## config.mk

```make
export PLATFORM = sky130hd
export DESIGN_NAME = seq_alu
export DESIGN_NICKNAME = d
export VERILOG_FILES = /design/src/rtl/alu_pkg.sv /design/src/rtl/addsub_ovf.sv /design/src/rtl/seq_alu.sv
export SDC_FILE = /design/constraint.sdc
export NUM_CORES = 1
export LEC_CHECK = 0
export CAP_MARGIN = 5
export CELL_PAD_IN_SITES_DETAIL_PLACEMENT = 2
export CELL_PAD_IN_SITES_GLOBAL_PLACEMENT = 2
export CORE_ASPECT_RATIO = 1.25
export CORE_UTILIZATION = 39
export CTS_CLUSTER_DIAMETER = 150
export DETAILED_ROUTE_END_ITERATION = 16
export PLACE_DENSITY = 0.84
export SYNTH_ARGS = -nofsm -noshare
export SYNTH_HDL_FRONTEND = slang
export SYNTH_SLANG_ARGS = --single-unit
```

## constraint.sdc

```tcl
create_clock -name clk -period 9 [get_ports clk]
set_clock_uncertainty 0.2 [all_clocks]
set_input_delay 1.8 -clock clk [delete_from_list [all_inputs] [get_ports clk]]
set_output_delay 1.8 -clock clk [all_outputs]
set_load 0.05 [all_outputs]
```

## src/rtl/alu_pkg.sv

```systemverilog
// Shared op codes, status bit positions and FSM states for the sequential ALU.
package alu_pkg;

  localparam logic [2:0] OP_ADD  = 3'b000;
  localparam logic [2:0] OP_SUB  = 3'b001;
  localparam logic [2:0] OP_AND  = 3'b010;
  localparam logic [2:0] OP_NOTB = 3'b011;
  localparam logic [2:0] OP_OR   = 3'b100;
  localparam logic [2:0] OP_XOR  = 3'b101;
  localparam logic [2:0] OP_SHL  = 3'b110;
  localparam logic [2:0] OP_MUL  = 3'b111;

  localparam int unsigned ST_Z = 0;
  localparam int unsigned ST_N = 1;
  localparam int unsigned ST_V = 2;

  typedef enum logic {
    S_IDLE = 1'b0,
    S_MUL  = 1'b1
  } state_t;

  // Assemble the 3-bit status word from individual flags.
  function automatic logic [2:0] pack_status(input logic z, input logic n, input logic v);
    logic [2:0] s;
    s       = 3'b000;
    s[ST_Z] = z;
    s[ST_N] = n;
    s[ST_V] = v;
    return s;
  endfunction

endpackage

```

## src/rtl/addsub_ovf.sv

```systemverilog
// Combinational adder/subtractor (A + B or A + ~B + 1) with signed-overflow flag.
module addsub_ovf #(
  parameter int unsigned WIDTH = 16
) (
  input  logic [WIDTH-1:0] a,
  input  logic [WIDTH-1:0] b,
  input  logic             sub,
  output logic [WIDTH-1:0] sum_c,
  output logic             ovf_c
);

  logic [WIDTH-1:0] b_eff;
  logic [WIDTH-1:0] low;
  logic [1:0]       top;
  logic             c_msb_in;

  // Split the add at the MSB so carry-in and carry-out of the MSB are both visible.
  always_comb begin
    b_eff    = sub ? ~b : b;
    low      = {1'b0, a[WIDTH-2:0]} + {1'b0, b_eff[WIDTH-2:0]} + WIDTH'(sub);
    c_msb_in = low[WIDTH-1];
    top      = 2'(a[WIDTH-1]) + 2'(b_eff[WIDTH-1]) + 2'(c_msb_in);
    sum_c    = {top[0], low[WIDTH-2:0]};
    ovf_c    = top[1] ^ c_msb_in;
  end

endmodule

```

## src/rtl/seq_alu.sv

```systemverilog
// Registered WIDTH-bit ALU with start/done handshake and an iterative shift-add multiply.
module seq_alu
  import alu_pkg::*;
#(
  parameter int unsigned WIDTH = 16,
  parameter int unsigned SHW   = $clog2(WIDTH)
) (
  input  logic             clk,
  input  logic             reset,
  input  logic             start,
  input  logic [2:0]       op,
  input  logic [WIDTH-1:0] ain,
  input  logic [WIDTH-1:0] bin,
  output logic [WIDTH-1:0] result,
  output logic [2:0]       status,
  output logic             busy,
  output logic             done
);

  localparam int unsigned PW = 2 * WIDTH;

  state_t           state;
  logic [PW-1:0]    mcand_q;
  logic [WIDTH-1:0] mplier_q;
  logic [PW-1:0]    acc_q;
  logic [SHW-1:0]   cnt_q;

  logic [WIDTH-1:0] as_sum_c;
  logic             as_ovf_c;
  logic [WIDTH-1:0] alu_res_c;
  logic             alu_v_c;
  logic [PW-1:0]    acc_next_c;
  logic [WIDTH-1:0] prod_lo_c;
  logic             prod_v_c;

  addsub_ovf #(.WIDTH(WIDTH)) u_addsub (
    .a     (ain),
    .b     (bin),
    .sub   (op == OP_SUB),
    .sum_c (as_sum_c),
    .ovf_c (as_ovf_c)
  );

  // Single-cycle op result and overflow flag.
  always_comb begin
    alu_res_c = '0;
    alu_v_c   = 1'b0;
    case (op)
      OP_ADD, OP_SUB: begin
        alu_res_c = as_sum_c;
        alu_v_c   = as_ovf_c;
      end
      OP_AND:  alu_res_c = ain & bin;
      OP_NOTB: alu_res_c = ~bin;
      OP_OR:   alu_res_c = ain | bin;
      OP_XOR:  alu_res_c = ain ^ bin;
      OP_SHL:  alu_res_c = ain << bin[SHW-1:0];
      default: alu_res_c = '0;
    endcase
  end

  // One shift-add step; the final step's value is the full product.
  always_comb begin
    acc_next_c = acc_q + (mplier_q[0] ? mcand_q : PW'(0));
    prod_lo_c  = acc_next_c[WIDTH-1:0];
    prod_v_c   = |acc_next_c[PW-1:WIDTH];
  end

  // Control FSM, multiply iterator and registered result/status.
  always_ff @(posedge clk) begin
    if (reset) begin
      state    <= S_IDLE;
      mcand_q  <= '0;
      mplier_q <= '0;
      acc_q    <= '0;
      cnt_q    <= '0;
      result   <= '0;
      status   <= '0;
      busy     <= 1'b0;
      done     <= 1'b0;
    end else begin
      done <= 1'b0;
      case (state)
        S_IDLE: begin
          if (start) begin
            if (op == OP_MUL) begin
              mcand_q  <= PW'(ain);
              mplier_q <= bin;
              acc_q    <= '0;
              cnt_q    <= '0;
              busy     <= 1'b1;
              state    <= S_MUL;
            end else begin
              result <= alu_res_c;
              status <= pack_status(alu_res_c == '0, alu_res_c[WIDTH-1], alu_v_c);
              done   <= 1'b1;
            end
          end
        end
        S_MUL: begin
          acc_q    <= acc_next_c;
          mcand_q  <= mcand_q << 1;
          mplier_q <= mplier_q >> 1;
          cnt_q    <= cnt_q + SHW'(1);
          if (cnt_q == SHW'(WIDTH - 1)) begin
            result <= prod_lo_c;
            status <= pack_status(prod_lo_c == '0, prod_lo_c[WIDTH-1], prod_v_c);
            busy   <= 1'b0;
            done   <= 1'b1;
            state  <= S_IDLE;
          end
        end
        default: state <= S_IDLE;
      endcase
    end
  end

endmodule
```

==> results.sh <==
export IMPL_clkLatencyLatePin_ns=0.36
export IMPL_cts_setup_buffers=0
export IMPL_worst_slack_ns=1.66
export IMPL_initial_core_util_pct=39.7
export IMPL_swShare_pct=32.6
export IMPL_syn_nets=1181
export IMPL_grt_busiest_layer="met2"
export IMPL_synth_cells=1061
export IMPL_synthArstFlopShare_pct=0
export IMPL_synth_edf_count=0
export IMPL_routed_via_density=6.34
export IMPL_use_met2_pct=54.7
export IMPL_numCtsBuffers=9
export IMPL_post_cts_resized=0
export IMPL_vias=8614
export IMPL_yosys_top_cells_area="dfxtp_1 (25%), ha_1 (12%), nor2_1 (6.0%)"
export IMPL_drt_total_wl_um=33000
export IMPL_crit_fanout=16
export IMPL_drive_above_1_share_pct=6.67
export IMPL_nNetsFinal=1194
export IMPL_power_density_nw_per_um2=129
export IMPL_drtIter0Drc=643
export IMPL_worstSetupStartpointType="input pin"
export IMPL_avgSynthCellArea_um2=8.07
export IMPL_area_growth_pct=12.5
export IMPL_hold_path_startpoint="acc_q[10]$_SDFFE_PP0P_"
export IMPL_leakagePower_nw=3.85
export IMPL_grt_ovfl_total=0
export IMPL_timing_fmax_mhz=136
export IMPL_hold_violations=0
export IMPL_syn_cell_area_um2=8560
export IMPL_rsz0062_at_grt="false"
export IMPL_grt_pass1_vias=9238
export IMPL_gr_usage_met1_pct=34.6
export IMPL_track_usage_pct=29.9
export IMPL_p_switching_mw=0.404
export IMPL_p_int_mw=0.835
export IMPL_ys_types=89
export IMPL_peakVddDrop_v=0.0000870
export IMPL_regArea_um2=2110
export IMPL_hp_class="flop to flop"
export IMPL_core_area_um2=21500
export IMPL_cp_arrival_ns=7.42
export IMPL_clk_path_buf_depth=2
export IMPL_grt_max_degree=84
export IMPL_num_io_pins=59
export IMPL_drtPass1Iterations=6
export IMPL_gp_congestion=0.934
export IMPL_ant_nets=0
export IMPL_cts_hold_buf=0
export IMPL_synth_top_area_share_pct=24.5
export IMPL_clkPwrFrac_pct=35.2
export IMPL_synth_warnings=0
export IMPL_reg2reg_from="mplier_q[0]$_SDFFE_PP0P_"
export IMPL_drv_cap=0
export IMPL_status="finished clean"
export IMPL_cts_num_sinks=105
export IMPL_drcViolationCount=0
export IMPL_hpwl_um=24700
export IMPL_end_kind="flop"
export IMPL_numPortBuffers=58
export IMPL_setup_worst_path_start="op[1]"
export IMPL_layout_cells_non_filler=1358
export IMPL_finalCritPeriodShare_pct=81.5
export IMPL_synth_flop_cell="dfxtp_1"
export IMPL_p_seq_share_pct=39.1
export IMPL_p_comb_share_pct=25.7
export IMPL_path_clk_slew_ns=0.07
export IMPL_dieWidth_um=135
export IMPL_worstMarginPinSlew_ns=1.00
export IMPL_die_area_um2=22600
export IMPL_grt_pass1_wl_um=52100
export IMPL_multi_input_area_um2=6010
export IMPL_insertedDiodeCount=0
export IMPL_yosysTopAreaCell="dfxtp_1"
export IMPL_ys_seq_area_share_pct=24.5
export IMPL_slew_headroom_pct=33.0
export IMPL_avgRoutedWirePerCell_um=24.3
export IMPL_cts_tree="built"
export IMPL_setup_worst_path_class="input pin to flop"
export IMPL_dp_slack_ns=1.30
export IMPL_antenna_found_initial=0
export IMPL_nFillCells=2408
export IMPL_setup_viol=0
export IMPL_required_ns=9.08
export IMPL_num_rows=60
export IMPL_cts_htree_levels=3
export IMPL_drv_slew=0
export IMPL_ys_ff_latch=105
export IMPL_dp_cells=1342
export IMPL_min_period_ns=7.34
export IMPL_chipHeight_um=168
export IMPL_fin_tns_setup_ns=0
export IMPL_cts_root_buffer="clkbuf_16"
export IMPL_met3_usage_pct=3.33
registers in the layout (all words and copies together), names as in the netlist:
signal / count
busy: 1
mcand_q: 32
status: 3
result: 15
acc_q: 32
state: 1
mplier_q: 16
done: 1
cnt_q: 4
placed cells by master (no fill, tap or decap), types with 30 or more instances in the layout:
cell             synthesis  layout
a21oi_1                 78      78
a222oi_1                30      30
a22oi_1                 42      42
and2_1                  35      35
clkdlybuf4s50_1          0      57
dfxtp_1                105     104
ha_1                    79      79
inv_1                   47      47
nand2_1                 80      80
nor2_1                 138     138
o21ai_0                 33      32
xnor2_1                 41      41
power by group through the flow:
| stage | registers, mW | logic [mW] | clock network (mW) |
|---|---|---|---|
| after floorplan | 0.516 | 0.176 | 0 |
| after global placement | 0.495 | 0.304 | 0 |
| after detailed placement | 0.495 | 0.313 | 0 |
| after CTS | 0.485 | 0.318 | 0.450 |
| after global routing | 0.486 | 0.340 | 0.462 |
| final | 0.485 | 0.319 | 0.436 |
cell usage after synthesis (4+ instances only):
library cell,number
clkbuf_1,55
nor2_1,138
ha_1,79
a21oi_1,78
nand3_1,16
buf_2,5
o21ai_0,33
nand4_1,5
o21bai_1,9
dfxtp_1,105
o21ai_1,8
o22ai_1,4
o31ai_1,7
and2_1,35
a21o_1,15
o221ai_1,4
a222oi_1,30
a211oi_1,20
inv_1,47
o21a_1,5
nand2_1,80
mux2_2,8
o211ai_1,19
a311oi_1,8
nor4_1,4
xor2_1,8
a31oi_1,10
or2_2,4
nor3_1,10
and3_1,5
a22oi_1,42
a2bb2oi_1,4
mux2i_1,11
buf_1,6
xnor2_1,41
a221oi_1,9
mux4_2,9
nand2b_1,13
layout make-up:
cell class | instances | area share (%)
clock buffers | 12 | 2.45
clock inverters | 4 | 0.792
inverters | 47 | 1.83
multi-input cells | 840 | 62.4
flip-flops and latches | 105 | 21.9
well taps | 279 | 3.62
repair buffers | 71 | 7.01
routing by layer:
metal | vias up | part of all wire (%)
met5 | - | 0
li1 | 3964 | -
met2 | 210 | 52
met1 | 4367 | 40
met4 | 0 | 4.2
met3 | 73 | 3.0
critical path, cell delays in order:
cell and delay [ns]:
clkdlybuf4s50_1 0.69, nor2_1 0.90, and2_1 0.23, buf_4 0.28, xnor2_1 0.17, ha_1 0.34
and4b_1 0.24, nand2_1 0.06, a211oi_1 0.59, o311ai_1 0.29, a21oi_1 0.21, a211oi_1 0.10
fa_1 0.56, o211ai_2 0.13, nor4_2 0.23, nand4b_1 0.14, nor3_2 0.13, nand4b_1 0.13
o31ai_2 0.19
through the flow:
stage | util (%) | hold slack [ns] | power (mW) | instance area, um^2
after floorplan | - | 0.241 | 0.692 | 8560
after global placement | 43.3 | 0.248 | 0.798 | 9320
after detailed placement | 43.3 | 0.260 | 0.808 | 9320
after CTS | 44.7 | 0.270 | 1.25 | 9630
after global routing | 44.7 | 0.296 | 1.29 | 9630
final | 44.7 | 0.272 | 1.24 | 9630
final timing paths:
kind	to	slack (ns)	cells after the start
setup reg to reg	status[2]$_SDFFE_PP0P_	4.63	13
hold reg to reg	acc_q[10]$_SDFFE_PP0P_	0.27	2
hold / removal	acc_q[10]$_SDFFE_PP0P_	0.27	2
setup / recovery	status[0]$_SDFFE_PP0P_	1.66	19
cells by family (layout without fill, tap and decap cells):
kind of cell	Yosys count	count (layout)	synth area share (%)
multiplexers	31	31	5.49
AND/OR/NAND/NOR	334	334	18.3
flip-flops	105	105	24.5
adder cells (fa/ha/maj)	82	82	12.2
AO/OA/AOI/OAI	344	344	29.0
buffers and inverters	116	134	5.42
XOR/XNOR	49	49	5.01
(Power assumes the default switching activity.)
